### src/rtl/pic_ctrl_param.sv
// rtl/pic_ctrl_param.sv - parametrised programmable interrupt controller
// ICW init sequencing, OCW decode, fully-nested/rotating priority and two-pulse INTA vectoring.
module pic_ctrl_param #(
  parameter int N_IRQ  = 8,
  parameter int DATA_W = 8,
  parameter int IDX_W  = $clog2(N_IRQ)
) (
  input  logic              clk,
  input  logic              rst,
  input  logic              cs_n,
  input  logic              wr_n,
  input  logic              rd_n,
  input  logic              a0,
  input  logic [DATA_W-1:0] din,
  output logic [DATA_W-1:0] dout,
  output logic              dout_oe,
  input  logic [N_IRQ-1:0]  irq,
  input  logic              inta_n,
  output logic              int_o,
  output logic              init_done,
  output logic [N_IRQ-1:0]  isr_o
);
  typedef enum logic [2:0] {UNINIT, W_ICW2, W_ICW3, W_ICW4, READY} init_state_t;
  typedef enum logic [1:0] {ACK_IDLE, ACK_P1, ACK_P2} ack_state_t;

  init_state_t state_q, state_d;
  ack_state_t  ack_q;

  logic                    wr_prev, inta_prev;
  logic [N_IRQ-1:0]        irq_prev, irr, isr, imr;
  logic [IDX_W-1:0]        low_pri, win;
  logic                    win_valid, ltim, sngl, ic4, aeoi, rot_aeoi, rd_isr;
  logic [DATA_W-IDX_W-1:0] vec_base;
  logic [DATA_W-1:0]       icw3;

  logic             wr_act, wr_ev, icw1_ev, ready, ocw2_ev, ocw3_ev;
  logic             inta_fall, inta_rise, vec_drive, l_ok;
  logic [IDX_W-1:0] l_idx;

  assign wr_act    = !cs_n && !wr_n;
  assign wr_ev     = wr_act && !wr_prev;
  assign icw1_ev   = wr_ev && !a0 && din[4];
  assign ready     = (state_q == READY);
  assign ocw2_ev   = wr_ev && ready && !a0 && (din[4:3] == 2'b00);
  assign ocw3_ev   = wr_ev && ready && !a0 && (din[4:3] == 2'b01);
  assign inta_fall = ready && !inta_n && inta_prev;
  assign inta_rise = ready && inta_n && !inta_prev;
  assign vec_drive = (ack_q == ACK_P1 && inta_fall) || (ready && ack_q == ACK_P2 && !inta_n);
  assign l_idx     = din[IDX_W-1:0];
  assign l_ok      = int'(l_idx) < N_IRQ;
  assign init_done = ready;
  assign isr_o     = isr;

  logic [N_IRQ-1:0] req;
  logic             req_any, isr_any, int_cond;
  logic [IDX_W-1:0] req_idx, isr_idx;
  int               req_rank, isr_rank, rank;

  always_comb begin
    req      = irr & ~imr;
    req_any  = 1'b0;
    req_idx  = '0;
    req_rank = N_IRQ;
    isr_any  = 1'b0;
    isr_idx  = '0;
    isr_rank = N_IRQ;
    rank     = 0;
    for (int i = 0; i < N_IRQ; i++) begin
      // rank 0 is the line just after low_pri, i.e. the highest priority
      rank = i + N_IRQ - 1 - int'(low_pri);
      if (rank >= N_IRQ) rank = rank - N_IRQ;
      if (req[i] && rank < req_rank) begin
        req_rank = rank;
        req_idx  = IDX_W'(i);
        req_any  = 1'b1;
      end
      if (isr[i] && rank < isr_rank) begin
        isr_rank = rank;
        isr_idx  = IDX_W'(i);
        isr_any  = 1'b1;
      end
    end
    int_cond = req_any && (req_rank < isr_rank);
  end

  logic [N_IRQ-1:0] ack_set, eoi_clr, aeoi_clr, irr_d, isr_d;
  logic [IDX_W-1:0] low_pri_d;

  always_comb begin
    ack_set   = '0;
    eoi_clr   = '0;
    aeoi_clr  = '0;
    low_pri_d = low_pri;
    if (inta_fall && ack_q == ACK_IDLE && int_cond) ack_set[req_idx] = 1'b1;
    if (ocw2_ev) begin
      case (din[7:5])
        3'b001: if (isr_any) eoi_clr[isr_idx] = 1'b1;
        3'b011: if (l_ok) eoi_clr[l_idx] = 1'b1;
        3'b101: if (isr_any) begin
          eoi_clr[isr_idx] = 1'b1;
          low_pri_d        = isr_idx;
        end
        3'b111: if (l_ok) begin
          eoi_clr[l_idx] = 1'b1;
          low_pri_d      = l_idx;
        end
        3'b110: if (l_ok) low_pri_d = l_idx;
        default: ;
      endcase
    end
    if (inta_rise && ack_q == ACK_P2 && aeoi && win_valid) begin
      aeoi_clr[win] = 1'b1;
      if (rot_aeoi) low_pri_d = win;
    end
    // set beats clear on the same bit; a fresh edge survives its own acknowledge
    isr_d = (isr & ~eoi_clr & ~aeoi_clr) | ack_set;
    irr_d = ltim ? irq : ((irr & ~ack_set) | (irq & ~irq_prev));
  end

  logic [DATA_W-1:0] rd_data;

  always_comb begin
    rd_data              = '0;
    rd_data[N_IRQ-1:0]   = a0 ? imr : (rd_isr ? isr : irr);
  end

  always_ff @(posedge clk or posedge rst) begin
    if (rst) state_q <= UNINIT;
    else     state_q <= state_d;
  end

  always_comb begin
    state_d = state_q;
    if (icw1_ev) begin
      state_d = W_ICW2;
    end else if (wr_ev && a0) begin
      case (state_q)
        W_ICW2:  state_d = !sngl ? W_ICW3 : (ic4 ? W_ICW4 : READY);
        W_ICW3:  state_d = ic4 ? W_ICW4 : READY;
        W_ICW4:  state_d = READY;
        default: ;
      endcase
    end
  end

  always_ff @(posedge clk or posedge rst) begin
    if (rst) begin
      wr_prev   <= 1'b0;
      inta_prev <= 1'b1;
      irq_prev  <= '0;
      irr       <= '0;
      isr       <= '0;
      imr       <= '0;
      low_pri   <= IDX_W'(N_IRQ - 1);
      win       <= '0;
      win_valid <= 1'b0;
      ltim      <= 1'b0;
      sngl      <= 1'b0;
      ic4       <= 1'b0;
      aeoi      <= 1'b0;
      rot_aeoi  <= 1'b0;
      rd_isr    <= 1'b0;
      vec_base  <= '0;
      icw3      <= '0;
      ack_q     <= ACK_IDLE;
      int_o     <= 1'b0;
      dout      <= '0;
      dout_oe   <= 1'b0;
    end else begin
      wr_prev   <= wr_act;
      inta_prev <= inta_n;
      irq_prev  <= irq;
      if (icw1_ev) begin
        ltim     <= din[3];
        sngl     <= din[1];
        ic4      <= din[0];
        irr      <= '0;
        isr      <= '0;
        imr      <= '0;
        low_pri  <= IDX_W'(N_IRQ - 1);
        aeoi     <= 1'b0;
        rot_aeoi <= 1'b0;
        ack_q    <= ACK_IDLE;
        int_o    <= 1'b0;
        dout_oe  <= 1'b0;
      end else begin
        irr     <= irr_d;
        isr     <= isr_d;
        low_pri <= low_pri_d;
        if (wr_ev && a0) begin
          case (state_q)
            W_ICW2:  vec_base <= din[DATA_W-1:IDX_W];
            W_ICW3:  icw3 <= din;
            W_ICW4:  aeoi <= din[1];
            READY:   imr <= din[N_IRQ-1:0];
            default: ;
          endcase
        end
        if (ocw2_ev && din[6:5] == 2'b00) rot_aeoi <= din[7];
        if (ocw3_ev && din[1]) rd_isr <= din[0];
        case (ack_q)
          ACK_IDLE: if (inta_fall) begin
            win       <= int_cond ? req_idx : IDX_W'(N_IRQ - 1);
            win_valid <= int_cond;
            ack_q     <= ACK_P1;
          end
          ACK_P1:  if (inta_fall) ack_q <= ACK_P2;
          ACK_P2:  if (inta_rise) ack_q <= ACK_IDLE;
          default: ack_q <= ACK_IDLE;
        endcase
        int_o <= (inta_fall && ack_q == ACK_IDLE) ? 1'b0 : (ready && int_cond);
        if (vec_drive) begin
          dout    <= {vec_base, win};
          dout_oe <= 1'b1;
        end else if (ready && !cs_n && !rd_n) begin
          dout    <= rd_data;
          dout_oe <= 1'b1;
        end else begin
          dout_oe <= 1'b0;
        end
      end
    end
  end
endmodule
### config.mk
export PLATFORM = sky130hd
export DESIGN_NAME = pic_ctrl_param
export DESIGN_NICKNAME = d
export VERILOG_FILES = /design/src/rtl/pic_ctrl_param.sv
export SDC_FILE = /design/constraint.sdc
export NUM_CORES = 1
export LEC_CHECK = 0
export ABC_CLOCK_PERIOD_IN_PS = 16200
export CORE_MARGIN = 2
export CORE_UTILIZATION = 61
export DETAILED_ROUTE_END_ITERATION = 12
export GPL_TIMING_DRIVEN = 0
export PLACE_DENSITY_LB_ADDON = 0.05
export SYNTH_ARGS = -nofsm -noshare
export SYNTH_HDL_FRONTEND = slang
export SYNTH_SLANG_ARGS = --single-unit
### constraint.sdc
create_clock -name clk -period 16.2 [get_ports clk]
set_input_delay 3.24 -clock clk [delete_from_list [all_inputs] [get_ports clk]]
set_output_delay 3.24 -clock clk [all_outputs]
set_load 0.005 [all_outputs]
Word level (Yosys, flattened, before mapping)
Index checks and enable logic that the tools add are counted.

storage, ports and cells
  register bits = 67
  bits in latches = 0
  RAM bits = 0
  ROM bits = 0
  input port bits = 23
  output and inout port bits = 19
  word-level logic and storage cells = 276
  memories = 0

operators by class
  add/subtract/negate cells = 16
  $mul = 0
  divide/modulo/power cells = 0
  order comparisons = 32
  eq/ne operators = 15
  shifts and indexed selects = 0
  mux-type cells = 104
  bitwise logic cells = 13
  reductions and logical operators = 75

operators with widths
  operator             number
  $mux 32              24
  $lt 32x32->1         15
  $mux 8               14
  $mux 3               21
  $logic_and 1x1->1    47
  $sub 5x5->6 const B  7
  $and 8x8->8          5
  $not 8->8            5
  $ge 5x5->1 const B   7
  $sub 4x3->5 const A  7
  $lt 32x5->1 const B  1
  $mux 1               32
  $lt 3x4->1 const B   4
  $or 8x8->8           2
  $pmux 8 s2           1
  $demux 1 s3          4
  $eq 3x3->1 const B   4
  $ge 3x1->1 const B   4
  $mux 2               5
  $reduce_and 2->1     5
  $reduce_bool 2->1    5
  $eq 3x2->1 const B   3
  $ne 3x3->1 const B   3
  $pmux 3 s3           1
  other kinds (15)     29

Logic depth before layout (Yosys ltp)
  word-level depth = 39
  mapped depth = 75
  mapped depth without buffers = 68

Worst setup path after synthesis
OpenSTA, ideal clock, no wires.

  path kind = reg2reg
  start = reg low_pri[0]
  end = reg win[2]
  library setup time = 126 ps
  arrival = 13,486 ps
  required time = 16,074 ps
  path slack = 2,588 ps
  cell stages (with the launch flop) = 71
  buffers on the path = 7
  clock period less this slack = 13,612 ps
  cell sequence = dfstp_2 > buf_6 > clkinv_1 > ha_1 > clkbuf_1 > or2_2 > and2_0 > inv_1 > ha_1 > o21a_1 > a211o_2 > nand2_1 > mux2i_1 > inv_1 > ha_1 > nand4b_1 > o22a_1 > o211a_1 > [35 not listed] > mux2_4 > a21oi_1 > a21oi_1 > ha_1 > nor3_1 > nand2_1 > mux2_4 > a31oi_4 > buf_6 > o21ai_0 > ha_1 > or4b_2 > a21oi_1 > inv_1 > o221ai_1 > a31o_2 > nand2_1 > o32a_1

between the ends
  cells in the longest elaborated chain, start to end = 30
  elaborated cells on any way between the ends = 94
  those cells by class = add/sub: 16; order compare: 24; mux: 37; reduce/logical: 17

RTL lines
  element                                           line    source
  start, declared                                   31      logic [IDX_W-1:0] low_pri, win;
  start signal, assigned                            154     low_pri <= IDX_W'(N_IRQ - 1);
  start signal, assigned                            180     low_pri <= IDX_W'(N_IRQ - 1);
  start signal, assigned                            189     low_pri <= low_pri_d;
  $sub 3x3->4                                       70      rank = i + N_IRQ - 1 - int'(low_pri);
  $sub 4x5->6 / $ge 4x5->1 (equally long branches)  71      if (rank >= N_IRQ) rank = rank - N_IRQ;
  $mux 32                                           71
  $lt 32x5->1                                       72, 77
  $logic_and 1x1->1 (on tied branches)              72, 77
  $mux 32 (on tied branches)                        72, 77
  $lt 32x32->1 (on tied branches)                   72, 77
  $logic_and 1x1->1 (on tied branches)              72, 77
  [14 not listed]                                   n/a
  $logic_and 1x1->1 (on tied branches)              72, 77
  $mux 32 (on tied branches)                        72, 77
  $lt 32x32->1 (on tied branches)                   72, 77
  $logic_and 1x1->1 (on tied branches)              72, 77
  $mux 32 (on tied branches)                        72, 77
  $lt 32x32->1                                      83      int_cond = req_any && (req_rank < isr_rank);
  $logic_and 1x1->1                                 83
  $mux 3 *                                          203     win <= int_cond ? req_idx : IDX_W'(N_IRQ - 1);
  end signal, assigned                              203
  end, declared                                     31

Mark *: on every way between the ends. The rest lies on a longest branch, timed or not.
A chain may end at the register's enable or synchronous reset.

Worst setup path in the final report
  start = reg low_pri[0]
  end = reg int_o

between the ends
  cells in the longest elaborated chain, start to end = 32
  elaborated cells on any way between the ends = 92
  those cells by class = add/sub: 16; order compare: 24; mux: 34; reduce/logical: 18

RTL lines
  element                                           line    source
  $sub 3x3->4                                       70
  $sub 4x5->6 / $ge 4x5->1 (equally long branches)  71
  $mux 32                                           71
  $lt 32x5->1                                       72, 77
  $logic_and 1x1->1 (on tied branches)              72, 77
  $mux 32 (on tied branches)                        72, 77
  $lt 32x32->1 (on tied branches)                   72, 77
  $logic_and 1x1->1 (on tied branches)              72, 77
  [16 not listed]                                   n/a
  $lt 32x32->1 (on tied branches)                   72, 77
  $logic_and 1x1->1 (on tied branches)              72, 77
  $mux 32 (on tied branches)                        72, 77
  $lt 32x32->1                                      83
  $logic_and 1x1->1 *                               83
  $logic_and 1x1->1 *                               211     int_o <= (inta_fall && ack_q == ACK_IDLE) ? 1'b0 : (ready && int_cond);
  $mux 1 *                                          211
  $mux 1 *                                          173     if (icw1_ev) begin
  end signal, assigned                              211
  end, declared                                     19      output logic int_o,

Marked as above.

==> flow_metrics.env <==
export IMPL_vias_per_cell=6.97
export IMPL_intPower_w=0.000550
export IMPL_drive_above_1_share=0.0946
export IMPL_crit_top_cell="ha_1"
export IMPL_die_w_um=109
export IMPL_drc_errors=0
export IMPL_cts_tree="yes"
export IMPL_drtPass1Iterations=6
export IMPL_layout_common_cells="nand2_1 (102), nor2_1 (93), a21oi_1 (74)"
export IMPL_area_growth_pct=14.1
export IMPL_crit_path_end="int_o"
export IMPL_cts_root_buf="clkbuf_8"
export IMPL_timing_fmax_mhz=64.4
export IMPL_rr_worst_depth=71
export IMPL_rsz0062_at_grt="false"
export IMPL_clkPwrFrac=0.146
export IMPL_wire_per_inst_um=21.9
export IMPL_grt_pass1_wl_mm=36.6
export IMPL_fin_worst_skew_ps=9.83
export IMPL_crit_fanout=10
export IMPL_netlist_area_um2=6700
export IMPL_cts_made_buffers=9
export IMPL_port_buffers=39
export IMPL_synth_edf_count=0
export IMPL_hold_class="register to register"
export IMPL_leakage_nw=3.17
export IMPL_reg2reg_slack_ps=660
export IMPL_tns_ps=0
export IMPL_cp_arrival_ps=15830
export IMPL_tightest_slew_ps=910
export IMPL_htree_levels=3
export IMPL_powerDensity_nw_per_um2=139
export IMPL_yosysWarnings=0
export IMPL_vdd_drop_max_mv=0.117
export IMPL_grt_max_degree=43
export IMPL_yosysSeqAreaShare=0.251
export IMPL_syn_area_per_cell_um2=7.85
export IMPL_setup_viol=0
export IMPL_die_area_um2=11800
export IMPL_r2r_end="int_o"
export IMPL_cp_slowest_cell="or4b_2"
export IMPL_grt_busiest_layer="met2"
export IMPL_ioPinCount=42
export IMPL_status="completed"
export IMPL_final_common_cell="nand2_1"
export IMPL_routabilityCongestion=0.962
export IMPL_critPathKind="register to register"
export IMPL_post_dp_hpwl_mm=17.7
export IMPL_grtUsageMet1=0.492
export IMPL_pwr_share_comb=0.606
export IMPL_drv_cap=0
export IMPL_synth_cells=854
export IMPL_fp_row_count=38
export IMPL_die_h_um=109
export IMPL_yosysUniqueCellTypes=97
export IMPL_ys_ff_latch=67
export IMPL_finalHoldViolCount=0
export IMPL_path_clk_slew_ps=80
export IMPL_netSwitchingPower_w=0.000517
export IMPL_finalWirelength_mm=23.4
export IMPL_holdBufCountCts=0
export IMPL_antenna_left=0
export IMPL_clock_latency_ps=360
export IMPL_layout_min_cycle_time_ps=15540
export IMPL_postSynth_asyncResetShare=1.00
export IMPL_fin_cells=1070
export IMPL_grt_use_met3=0.0687
export IMPL_holdWs_ps=511
export IMPL_dpl_cell_count=1051
export IMPL_start_util=0.621
export IMPL_core_area_um2=10800
export IMPL_startpoint_type="register"
export IMPL_crit_required_ps=16490
export IMPL_nets=994
export IMPL_slew_headroom=0.388
export IMPL_sequentialPowerShare=0.248
export IMPL_cpPeakStageDelay_ps=600
export IMPL_end_kind="register"
export IMPL_crit_start="low_pri[0]"
export IMPL_switching_share=0.484
export IMPL_synth_ff_type="dfrtp_1"
export IMPL_cts_sinks=67
export IMPL_grtUsageTotal=0.402
export IMPL_antenna_found_initial=0
export IMPL_drv_slew=0
export IMPL_use_met2=0.658
export IMPL_diodes=0
export IMPL_r2r_start="low_pri[0]"
export IMPL_drt_initial_drc_count=819
export IMPL_grt_overflow=0
export IMPL_num_vias=7454
export IMPL_cts_buffer_depth=2
export IMPL_post_route_period_util=0.959
export IMPL_grt_pass1_vias=7205
[area by class of cell]
cell class	instances	area, um2
multi-input cells	729	4820
fillers	830	3140
flip-flops and latches	67	1680
clock buffers	10	128
clock inverters	6	90.1
repair buffers	43	433
plain buffers	34	161
inverters	41	161
well taps	140	175
[synthesized netlist by cell type, types with 9 or more instances]
cell type / number / area, um2
mux2_2: 9 / 101
clkbuf_1: 26 / 97.6
nand3_1: 25 / 125
mux2i_1: 18 / 180
o21ai_0: 41 / 205
and2_1: 13 / 81.3
nand2b_1: 16 / 100
nor2_1: 94 / 353
a21oi_1: 76 / 380
nor2b_1: 14 / 87.6
a211oi_1: 11 / 82.6
nand2_1: 102 / 383
o21a_1: 11 / 82.6
dfrtp_1: 63 / 1580
a31oi_1: 14 / 87.6
inv_1: 37 / 139
or3_1: 9 / 56.3
a21boi_0: 9 / 67.6
nor3_1: 17 / 85.1
and3_1: 9 / 56.3
ha_1: 46 / 576
[power groups by stage]
stage	clock [W]	sequential [W]	combinational [W]
3_3_place_gp	0	0.000259	0.000582
6_report	0.000156	0.000265	0.000646
3_5_place_dp	0	0.000262	0.000609
2_1_floorplan	0	0.000244	0.000434
4_1_cts	0.000156	0.000260	0.000615
5_1_grt	0.000162	0.000266	0.000697
[logic make-up after synthesis]
logic type	share of synthesized area
other	0.000559
AOI/OAI and AO/OA	0.309
buffers and inverters	0.0468
DFF	0.251
adders and majority gates	0.0888
xor gates and xnor gates	0.00915
muxes	0.0465
and+or+nand+nor	0.249
[metrics by stage]
step                area [um2]  utilization  setup WS, ps  power [W]
floorplan                 6770            -          2590   0.000678
global placement          7330        0.679           443   0.000840
detailed placement        7350        0.681           174   0.000871
CTS                       7570        0.701           105    0.00103
global route              7650        0.709          39.3    0.00113
finish                    7650        0.709           662    0.00107
[layer usage]
| layer | share of wire | up-vias |
|---|---|---|
| met5 | 0 | - |
| met4 | 0.061 | 0 |
| met3 | 0.10 | 142 |
| met2 | 0.46 | 519 |
| met1 | 0.38 | 3485 |
| li1 | - | 3308 |
[critical path: cells and delay by family (launching register included)]
family	cells	cell delay, ps
AOI/OAI and AO/OA	20	4530
xor gates and xnor gates	1	170
adders and majority gates	9	2290
buffers and inverters	11	1900
DFF	1	560
muxes	3	770
and+or+nand+nor	27	5270
[worst min-delay path by stage]
stage / cells after the start / end / slack [ps] / from
detailed placement: 1 / vec_base[4] / 500 / vec_base[4]
finish: 1 / ack_q[0] / 510 / ack_q[1]
floorplan: 2 / win_valid / 450 / win_valid
CTS: 1 / ack_q[0] / 500 / ack_q[1]
global route: 1 / ack_q[0] / 520 / ack_q[1]
global placement: 1 / ack_q[0] / 460 / ack_q[1]
[flip-flops by register name, summed over array words and instances (netlist names), 2 cells and up]
register / flops
low_pri: 3
irq_prev: 8
imr: 8
state_q: 3
isr_o: 8
dout: 8
vec_base: 5
win: 3
ack_q: 2
irr: 8
[timing repair]
action	4_1_cts	5_1_grt
endpoints found under the setup margin	0	21
resized for setup	0	15
buffers inserted	0	3
hold endpoints to repair	0	0
Power figures use the tool's default switching activity.
